==> src/rtl/tow_arena.sv <==
// Tug-of-war match engine: two players pull one lit LED, first to MAX rounds wins, optional LFSR computer.
// Latency: a button rising edge moves the field on the same clock edge; no backpressure, inputs are levels.
module tow_arena #(
  parameter int FIELD    = 9,
  parameter int SCORE_W  = 3,
  parameter int HOLD_CYC = 4,
  parameter int LFSR_W   = 10
) (
  input  logic               clk,
  input  logic               reset,
  input  logic               p1_btn,
  input  logic               p2_btn,
  input  logic               cpu_en,
  input  logic [LFSR_W-1:0]  cpu_level,
  output logic [FIELD-1:0]   field,
  output logic [SCORE_W-1:0] score1,
  output logic [SCORE_W-1:0] score2,
  output logic [1:0]         round_win,
  output logic               match_over,
  output logic [1:0]         winner
);

  localparam int POS_W = $clog2(FIELD);
  localparam int CNT_W = $clog2(HOLD_CYC + 1);

  localparam logic [POS_W-1:0]   POS_MAX  = POS_W'(FIELD - 1);
  localparam logic [POS_W-1:0]   CENTER   = POS_W'((FIELD - 1) / 2);
  localparam logic [CNT_W-1:0]   CNT_LAST = CNT_W'(HOLD_CYC - 1);
  localparam logic [SCORE_W-1:0] MAX      = {SCORE_W{1'b1}};
  localparam logic [FIELD-1:0]   ONE_BIT  = {{(FIELD - 1){1'b0}}, 1'b1};

  typedef enum logic [1:0] {
    PLAY,
    ROUND_END,
    MATCH_OVER
  } state_t;

  state_t             state_q, state_d;
  logic [POS_W-1:0]   pos_q, pos_d;
  logic [SCORE_W-1:0] score1_q, score1_d;
  logic [SCORE_W-1:0] score2_q, score2_d;
  logic [CNT_W-1:0]   cnt_q, cnt_d;
  logic               last_p2_q, last_p2_d;
  logic [1:0]         round_win_q, round_win_d;
  logic               match_over_q, match_over_d;
  logic [1:0]         winner_q, winner_d;
  logic [FIELD-1:0]   field_q, field_d;
  logic               src1_q, src1_d;
  logic               src2_q, src2_d;
  logic [LFSR_W-1:0]  lfsr_q, lfsr_d;

  logic lfsr_fb;
  logic cpu_strobe;
  logic p2_src;
  logic press1;
  logic press2;

  generate
    if ((FIELD < 3) || ((FIELD % 2) == 0)) begin : g_bad_field
      $error("tow_arena: FIELD must be odd and >= 3");
    end
    if (HOLD_CYC < 1) begin : g_bad_hold
      $error("tow_arena: HOLD_CYC must be >= 1");
    end
    if (LFSR_W == 10) begin : g_taps10
      assign lfsr_fb = ~(lfsr_q[9] ^ lfsr_q[6]);
    end else if (LFSR_W == 9) begin : g_taps9
      assign lfsr_fb = ~(lfsr_q[8] ^ lfsr_q[4]);
    end else if (LFSR_W == 8) begin : g_taps8
      assign lfsr_fb = ~(lfsr_q[7] ^ lfsr_q[5] ^ lfsr_q[4] ^ lfsr_q[3]);
    end else begin : g_bad_lfsr
      $error("tow_arena: LFSR_W must be 8, 9 or 10");
      assign lfsr_fb = 1'b0;
    end
  endgenerate

  assign cpu_strobe = (lfsr_q < cpu_level);
  assign p2_src     = cpu_en ? cpu_strobe : p2_btn;
  assign press1     = p1_btn & ~src1_q;
  assign press2     = p2_src & ~src2_q;

  always_comb begin
    state_d      = state_q;
    pos_d        = pos_q;
    score1_d     = score1_q;
    score2_d     = score2_q;
    cnt_d        = cnt_q;
    last_p2_d    = last_p2_q;
    round_win_d  = 2'b00;
    match_over_d = match_over_q;
    winner_d     = winner_q;
    src1_d       = p1_btn;
    src2_d       = p2_src;
    lfsr_d       = {lfsr_q[LFSR_W-2:0], lfsr_fb};

    case (state_q)
      PLAY: begin
        if (press1 && !press2) begin
          if (pos_q == POS_MAX) begin
            if (score1_q != MAX) score1_d = score1_q + SCORE_W'(1);
            round_win_d = 2'b01;
            last_p2_d   = 1'b0;
            cnt_d       = '0;
            state_d     = ROUND_END;
          end else begin
            pos_d = pos_q + POS_W'(1);
          end
        end else if (press2 && !press1) begin
          if (pos_q == '0) begin
            if (score2_q != MAX) score2_d = score2_q + SCORE_W'(1);
            round_win_d = 2'b10;
            last_p2_d   = 1'b1;
            cnt_d       = '0;
            state_d     = ROUND_END;
          end else begin
            pos_d = pos_q - POS_W'(1);
          end
        end
      end
      ROUND_END: begin
        if (cnt_q == CNT_LAST) begin
          // The round winner's score decides whether the match is finished.
          if ((last_p2_q ? score2_q : score1_q) == MAX) begin
            state_d      = MATCH_OVER;
            match_over_d = 1'b1;
            winner_d     = last_p2_q ? 2'b10 : 2'b01;
          end else begin
            state_d = PLAY;
            pos_d   = CENTER;
          end
        end else begin
          cnt_d = cnt_q + CNT_W'(1);
        end
      end
      MATCH_OVER: begin
        state_d = MATCH_OVER;
      end
      default: begin
        state_d = PLAY;
        pos_d   = CENTER;
      end
    endcase

    case (state_d)
      PLAY:       field_d = ONE_BIT << pos_d;
      ROUND_END:  field_d = '0;
      MATCH_OVER: field_d = '1;
      default:    field_d = '0;
    endcase
  end

  always_ff @(posedge clk) begin
    if (reset) begin
      state_q      <= PLAY;
      pos_q        <= CENTER;
      score1_q     <= '0;
      score2_q     <= '0;
      cnt_q        <= '0;
      last_p2_q    <= 1'b0;
      round_win_q  <= 2'b00;
      match_over_q <= 1'b0;
      winner_q     <= 2'b00;
      field_q      <= ONE_BIT << CENTER;
      // Held buttons must not register as a press right after reset.
      src1_q       <= 1'b1;
      src2_q       <= 1'b1;
      lfsr_q       <= '0;
    end else begin
      state_q      <= state_d;
      pos_q        <= pos_d;
      score1_q     <= score1_d;
      score2_q     <= score2_d;
      cnt_q        <= cnt_d;
      last_p2_q    <= last_p2_d;
      round_win_q  <= round_win_d;
      match_over_q <= match_over_d;
      winner_q     <= winner_d;
      field_q      <= field_d;
      src1_q       <= src1_d;
      src2_q       <= src2_d;
      lfsr_q       <= lfsr_d;
    end
  end

  assign field      = field_q;
  assign score1     = score1_q;
  assign score2     = score2_q;
  assign round_win  = round_win_q;
  assign match_over = match_over_q;
  assign winner     = winner_q;

endmodule

==> config.mk <==
export PLATFORM = sky130hd
export DESIGN_NAME = tow_arena
export DESIGN_NICKNAME = d
export VERILOG_FILES = /design/src/rtl/tow_arena.sv
export SDC_FILE = /design/constraint.sdc
export NUM_CORES = 1
export LEC_CHECK = 0
export ABC_CLOCK_PERIOD_IN_PS = 6760
export BUFFER_PORTS_ARGS = -buffer_cell sky130_fd_sc_hd__buf_2
export CAP_MARGIN = 20
export CELL_PAD_IN_SITES_DETAIL_PLACEMENT = 0
export CELL_PAD_IN_SITES_GLOBAL_PLACEMENT = 1
export CORE_MARGIN = 2
export CORE_UTILIZATION = 40
export CTS_CLUSTER_DIAMETER = 30
export DETAILED_ROUTE_END_ITERATION = 10
export GPL_ROUTABILITY_DRIVEN = 0
export PLACE_DENSITY_LB_ADDON = 0.1
export SYNTH_ARGS = -nofsm -noshare
export SYNTH_HDL_FRONTEND = slang
export SYNTH_SLANG_ARGS = --single-unit
==> constraint.sdc <==
create_clock -name clk -period 6.76 [get_ports clk]
set_input_delay 1.014 -clock clk [delete_from_list [all_inputs] [get_ports clk]]
set_output_delay 1.014 -clock clk [all_outputs]
set_load 0.01 [all_outputs]
Word-level counts from Yosys, hierarchy flattened
Cells that the tools add are included.
{ "op_classes": {"magnitude_cmp": 1, "n_reduce_logical": 16, "mux": 32, "shift": 1, "n_bitwise": 8, "n_addsub": 5, "n_eq_ne": 13} }
{ "op_table": {"columns": ["cell", "n"], "rows": [
  ["4-bit 2-to-1 mux", 6],
  ["2-bit 2-to-1 mux", 10],
  ["3-bit 2-to-1 mux", 6],
  ["9-bit case mux with 2 select lines", 1],
  ["3-bit != test, second input constant", 5],
  ["4-bit case mux with 3 select lines", 1],
  ["10-bit < comparator", 1],
  ["5-bit AND reduction", 2],
  ["3-bit by 1-bit adder with 3-bit output, second input constant", 3],
  ["1-bit by 4-bit << shifter with 9-bit output, first input constant", 1],
  ["4-bit AND reduction", 2],
  ["1-bit 2-to-1 mux", 6],
  ["2-bit case mux with 3 select lines", 1],
  ["3-bit case mux with 2 select lines", 1],
  ["2-bit nonzero test", 3],
  ["1-bit inverter", 5],
  ["4-bit by 1-bit adder with 4-bit output, second input constant", 1],
  ["2-bit equality test, second input constant", 2],
  ["4-bit equality test, second input constant", 1],
  ["2-bit zero test", 2],
  ["4-bit zero test", 1],
  ["4-bit by 1-bit subtractor with 4-bit output, second input constant", 1],
  ["3-bit by 2-bit equality test with 1-bit output, second input constant", 1],
  ["3-bit equality test, second input constant", 1],
  ["9 further kinds", 12]
]} }
{ "totals": {"regBits": 42, "in_bits": 15, "out_inout_bits": 20} }

Longest topological paths before layout
{ "depth": {"depth_word": 9, "ltp_mapped": 15, "mapped_depth_nobuf": 14} }

Worst setup path after synthesis
Ideal clock, no wire load.
{ "synth_timing": {"path_type": "in2reg", "from": "input cpu_level[9]", "to": "register field_q[8] (netlist: field[8])", "setup_slack_ns": 3.229, "required_time_ns": 6.664, "t_arrival_ns": 3.435, "cell_stages": 14, "path_cell_list": "inv_1 ha_1 nand2b_1 a2111oi_0 nor2_1 a21oi_1 nand2b_1 ha_1 or4b_4 o211ai_2 a2bb2oi_2 o21a_2 nand2_2 o41ai_2"} }
{ "synth_between": {"elab_chain_len": 9, "elab_cells_between_ends": 16} }
{ "synth_lines": {"columns": ["item", "line", "rtl"], "rows": [
  ["from (decl)", "14", "input logic [LFSR_W-1:0] cpu_level,"],
  ["10-bit < comparator (*)", "77", "assign cpu_strobe = (lfsr_q < cpu_level);"],
  ["1-bit 2-to-1 mux (*)", "78", "assign p2_src = cpu_en ? cpu_strobe : p2_btn;"],
  ["1-bit AND (*)", "80", "assign press2 = p2_src & ~src2_q;"],
  ["1-bit logical AND / 1-bit zero test (equally long branches)", "108, 98", null],
  ["2-bit 2-to-1 mux (tied with other cells)", "108", "end else if (press2 && !press1) begin"],
  ["2-bit 2-to-1 mux / 4-bit 2-to-1 mux (equally long branches)", "98", "if (press1 && !press2) begin"],
  ["2-bit case mux with 3 select lines / 4-bit case mux with 3 select lines (equally long branches)", "96", "case (state_q)"],
  ["2-bit equality test (tied with other cells)", "144", "case (state_d)"],
  ["9-bit case mux with 2 select lines (*)", "144", null],
  ["to (signal assigned)", "163", "field_q <= ONE_BIT << CENTER;"],
  ["to (signal assigned)", "178", "field_q <= field_d;"],
  ["to (decl)", "47", "logic [FIELD-1:0] field_q, field_d;"]
]} }
Every way passes the cells marked *; elsewhere a longest branch is shown, timed or not.
A chain may end at the register's enable or synchronous reset.

Final worst setup path
Same ends and word-level chain as after synthesis.

==> impl_summary.log <==
INFO  metric cts_hold_buffers = 0
INFO  metric pin_count = 35
INFO  metric critical_path.max_stage_delay = approximately 600 ps
INFO  metric largest_vdd_supply_drop = 171 uV
INFO  metric syn2layout_area_growth = 15.6%
INFO  metric initial_util = 0.419
INFO  metric path_cells = buf_2, inv_1, ha_1, nand2b_1, a2111oi_0, nor2_1, a21oi_1, nand2b_1, ha_1, or4b_4, o211ai_2, a2bb2oi_2, o21a_2, nand2_2, o41ai_2
INFO  metric gr-total-overflow = 0
INFO  metric num_vias = 1,636
INFO  metric dr_wl_met2 = 1850 um
INFO  metric synthMostInstantiatedCell = dfxtp_1
INFO  metric detailedRoute.firstPassIterationCount = 4
INFO  metric first_global_vias = between 1,500 and 2,000
INFO  metric synth.cell_area = around 2200 um2
INFO  metric hold-path-cell-count = 2
INFO  metric antenna_cells_inserted = 0
INFO  metric critical-path-top-delay-family = compound AO/OA/AOI/OAI gates
INFO  metric drtIter0Drc = 73
INFO  metric synth_flop_cell = dfxtp_1
INFO  metric top_signal_layer_used = met4
INFO  metric clock_sink_count = 42
INFO  metric grt_antenna_before_repair = 0
INFO  metric final-instance-count-excl-fill = 336
INFO  metric place.detailed.instances = 328
INFO  metric post_synth_main_area_contributors = dfxtp_1 39%, ha_1 11%, inv_1 4.2%, nor2_1 3.8%, nor2b_1 3.8%
INFO  metric port_buffers = 34
INFO  metric synthArstFlopShare = 0
INFO  metric wl_per_cell = 12.7 um
INFO  metric grt_start_max_net_pins = 36
INFO  metric mappedNetlistNets = ~270
INFO  metric postRouteWirelength = 4260 um
INFO  metric timing.critical_path.depth = 15
INFO  metric htree_levels = 2
INFO  metric latest_clock_arrival_within_the_worst_skew_pair = 290 ps
INFO  metric fin_total_pwr = roughly 550 uW
INFO  metric design.die.area = 5990 um2
INFO  metric slew_at_the_pin_closest_to_its_max_slew_limit = 645 ps
INFO  metric number_of_cells_upsized_or_downsized_after_cts = 0
INFO  metric clk_transition_reported_paths = 80 ps
INFO  metric cp.required = 6960 ps
INFO  metric dp_slack = 2690 ps
INFO  metric finalMaxSlewViolations = 0
INFO  metric type_of_element_launching_the_critical_path = input pin
INFO  metric final_nets = 299
INFO  metric drv_cap = 0
INFO  metric report.final.setup_viol = 0
INFO  metric detail_route.vias_per_cell = between 4 and 5
INFO  metric core_area = 5140 um2
INFO  metric outcome = finished clean
INFO  metric finalHoldWorstSlack = 464 ps
INFO  metric arrival_time_of_data_at_the_critical_path_endpoint = between 3000 and 4000 ps
INFO  metric detailedPlacementHpwl = 3020 um
INFO  metric leakagePower = roughly 1.2 nW
INFO  metric crit_end = field[8]
INFO  metric detail-route-antenna-nets = 0
INFO  metric synthesis.instances = 235
INFO  metric grt_setup_unrepaired = no
INFO  metric layout_worst_path_cycle_share = 0.556
INFO  metric grt_usage = 0.153
INFO  metric synth_seq_area_share = 0.390
INFO  metric number_of_buffers_created_by_cts = 5
INFO  metric timing.fmax = about 270 MHz
INFO  metric clock_tree_from_tritoncts = done
INFO  metric critical-path-slowest-cell = or4b_4
INFO  metric grt_pass1_wl = between 7000 and 8000 um
INFO  metric synth_seq_cells = 42
INFO  metric worst_slack = 3000 ps
INFO  metric max_slew_margin = 0.569
INFO  metric rrSetupSlack = 3490 ps
INFO  metric hold_violations = 0
INFO  metric yosys-top-cells-count = 42 x dfxtp_1, 24 x inv_1, 22 x nor2_1
INFO  metric post-route-util = 0.484
INFO  metric drive_above_1_share = 0.222
INFO  metric timing.reg2reg.worst_path_depth = 13
INFO  metric avgSynthCellArea = between 9 and 10 um2
INFO  metric yosysUniqueCellTypes = 50
INFO  metric worst_min_path_class = flop to flop
INFO  metric met1Wirelength = 2180 um
INFO  metric timing.setup.tns = 0 ps
INFO  metric std_cell_rows = 26
INFO  metric drc = 0
INFO  metric netlist.area_leader.share = 0.390
INFO  metric critPathLaunch = cpu_level[9]
INFO  metric worstPathBufferInverterCount = 2
INFO  metric die-width = 77.4 um
INFO  metric worst-setup-path-type = input pin to flop
INFO  metric detailed_place.area = about 2400 um2
INFO  metric finClkSkew = 3.19 ps
INFO  metric synthesis.yosys.warnings = 0
INFO  metric number_of_enable_type_register_cells_in_the_synthesized_netlist = 0
INFO  metric die_height = 77.4 um
INFO  metric clockRootBuffer = clkbuf_8
INFO  metric worstReg2RegEnd = field[8]
INFO  metric critPathMaxFanout = 12
INFO  metric finalCriticalPeriod = 3760 ps
INFO  metric post-cts-setup-buffers = 0
INFO  metric postLayoutCellArea = around 2500 um2
INFO  metric endpoint_kind_of_the_worst_setup_timing_path = flop
INFO  metric power_density = 221 nW/um2
INFO  metric yosys.area.top_type = dfxtp_1
INFO  metric r2r_start = lfsr_q[9]
INFO  metric met3_wirelength = 185 um
INFO  metric cts_max_path_buffers = 2
[per-layer routing]
| metal | up-vias | track usage |
|---|---|---|
| li1 | 864 | - |
| met1 | 734 | 0.217 |
| met2 | 34 | 0.225 |
| met3 | 4 | 0.0395 |
| met4 | 0 | 0.0482 |
| met5 | - | 0 |
[how the worst min path moves through the flow]
stage / end / slack [ps] / from
5_1_grt: cnt_q[1] / 480 / cnt_q[1]
3_5_place_dp: cnt_q[1] / 450 / cnt_q[1]
2_1_floorplan: lfsr_q[1] / 430 / lfsr_q[0]
6_report: cnt_q[1] / 460 / cnt_q[1]
4_1_cts: cnt_q[1] / 460 / cnt_q[1]
3_3_place_gp: cnt_q[1] / 450 / cnt_q[1]
[layout by cell type, fill, tap and decap left out, drive strengths merged, types with 2 or more instances in the layout]
master | netlist | routed
a21o | 3 | 3
a21oi | 11 | 11
a22oi | 2 | 2
a2bb2oi | 2 | 2
and2 | 2 | 2
buf | 5 | 34
bufinv | 0 | 2
clkbuf | 6 | 5
dfxtp | 42 | 42
ha | 19 | 19
inv | 24 | 24
mux2i | 6 | 6
nand2 | 5 | 5
nand2b | 6 | 6
nand3 | 4 | 4
nand3b | 2 | 2
nand4b | 2 | 2
nor2 | 22 | 22
nor2b | 13 | 13
nor3 | 3 | 3
o211ai | 5 | 5
o21a | 4 | 4
o21ai | 12 | 12
o22ai | 2 | 2
o31ai | 5 | 5
or2 | 5 | 5
or3 | 3 | 3
xnor2 | 2 | 2
xor2 | 4 | 4
[worst reg2reg max path, cell delays in order (launching register included)]
cell,delay [ps]
dfxtp_1,340
ha_1,180
nand2b_1,150
a2111oi_0,370
nor2_1,80
a21oi_1,190
nand2b_1,90
ha_1,360
or4b_4,590
o211ai_2,110
a2bb2oi_2,180
o21a_2,180
nand2_2,80
o41ai_2,280
[cell families (layout without fill, tap and decap cells)]
family	count (synthesis)	in the layout	share of synthesized area
compound gates	52	52	0.177
xor+xnor	6	6	0.0244
fa+ha+maj	20	20	0.115
buf+inv	35	66	0.0697
flops	42	42	0.390
mux	6	6	0.0279
simple gates	74	74	0.196
[where the power goes]
group | switching, mW | internal, mW | leakage, nW
registers | 0.00546 | 0.254 | 0.341
logic | 0.0281 | 0.0220 | 0.801
clock network | 0.0921 | 0.148 | 0.0683
total | 0.126 | 0.424 | 1.21
[state kept, by name (all words and copies together) (netlist names)]
name,cells
src2_q,1
cnt_q,3
score2,3
lfsr_q,10
winner,2
match_over,1
round_win,2
last_p2_q,1
state_q,2
src1_q,1
pos_q,4
field,9
score1,3
[final cells by class]
| cell class | count | area (um2) |
|---|---|---|
| fill | 534 | 2650 |
| multi-input combinational | 158 | 1160 |
| sequential | 42 | 841 |
| timing repair buffer | 34 | 170 |
| inverter | 24 | 90.1 |
| tap | 70 | 87.6 |
| clock buffer | 5 | 68.8 |
| clock inverter | 3 | 68.8 |
Note: power is estimated with default switching activity, not from simulation.
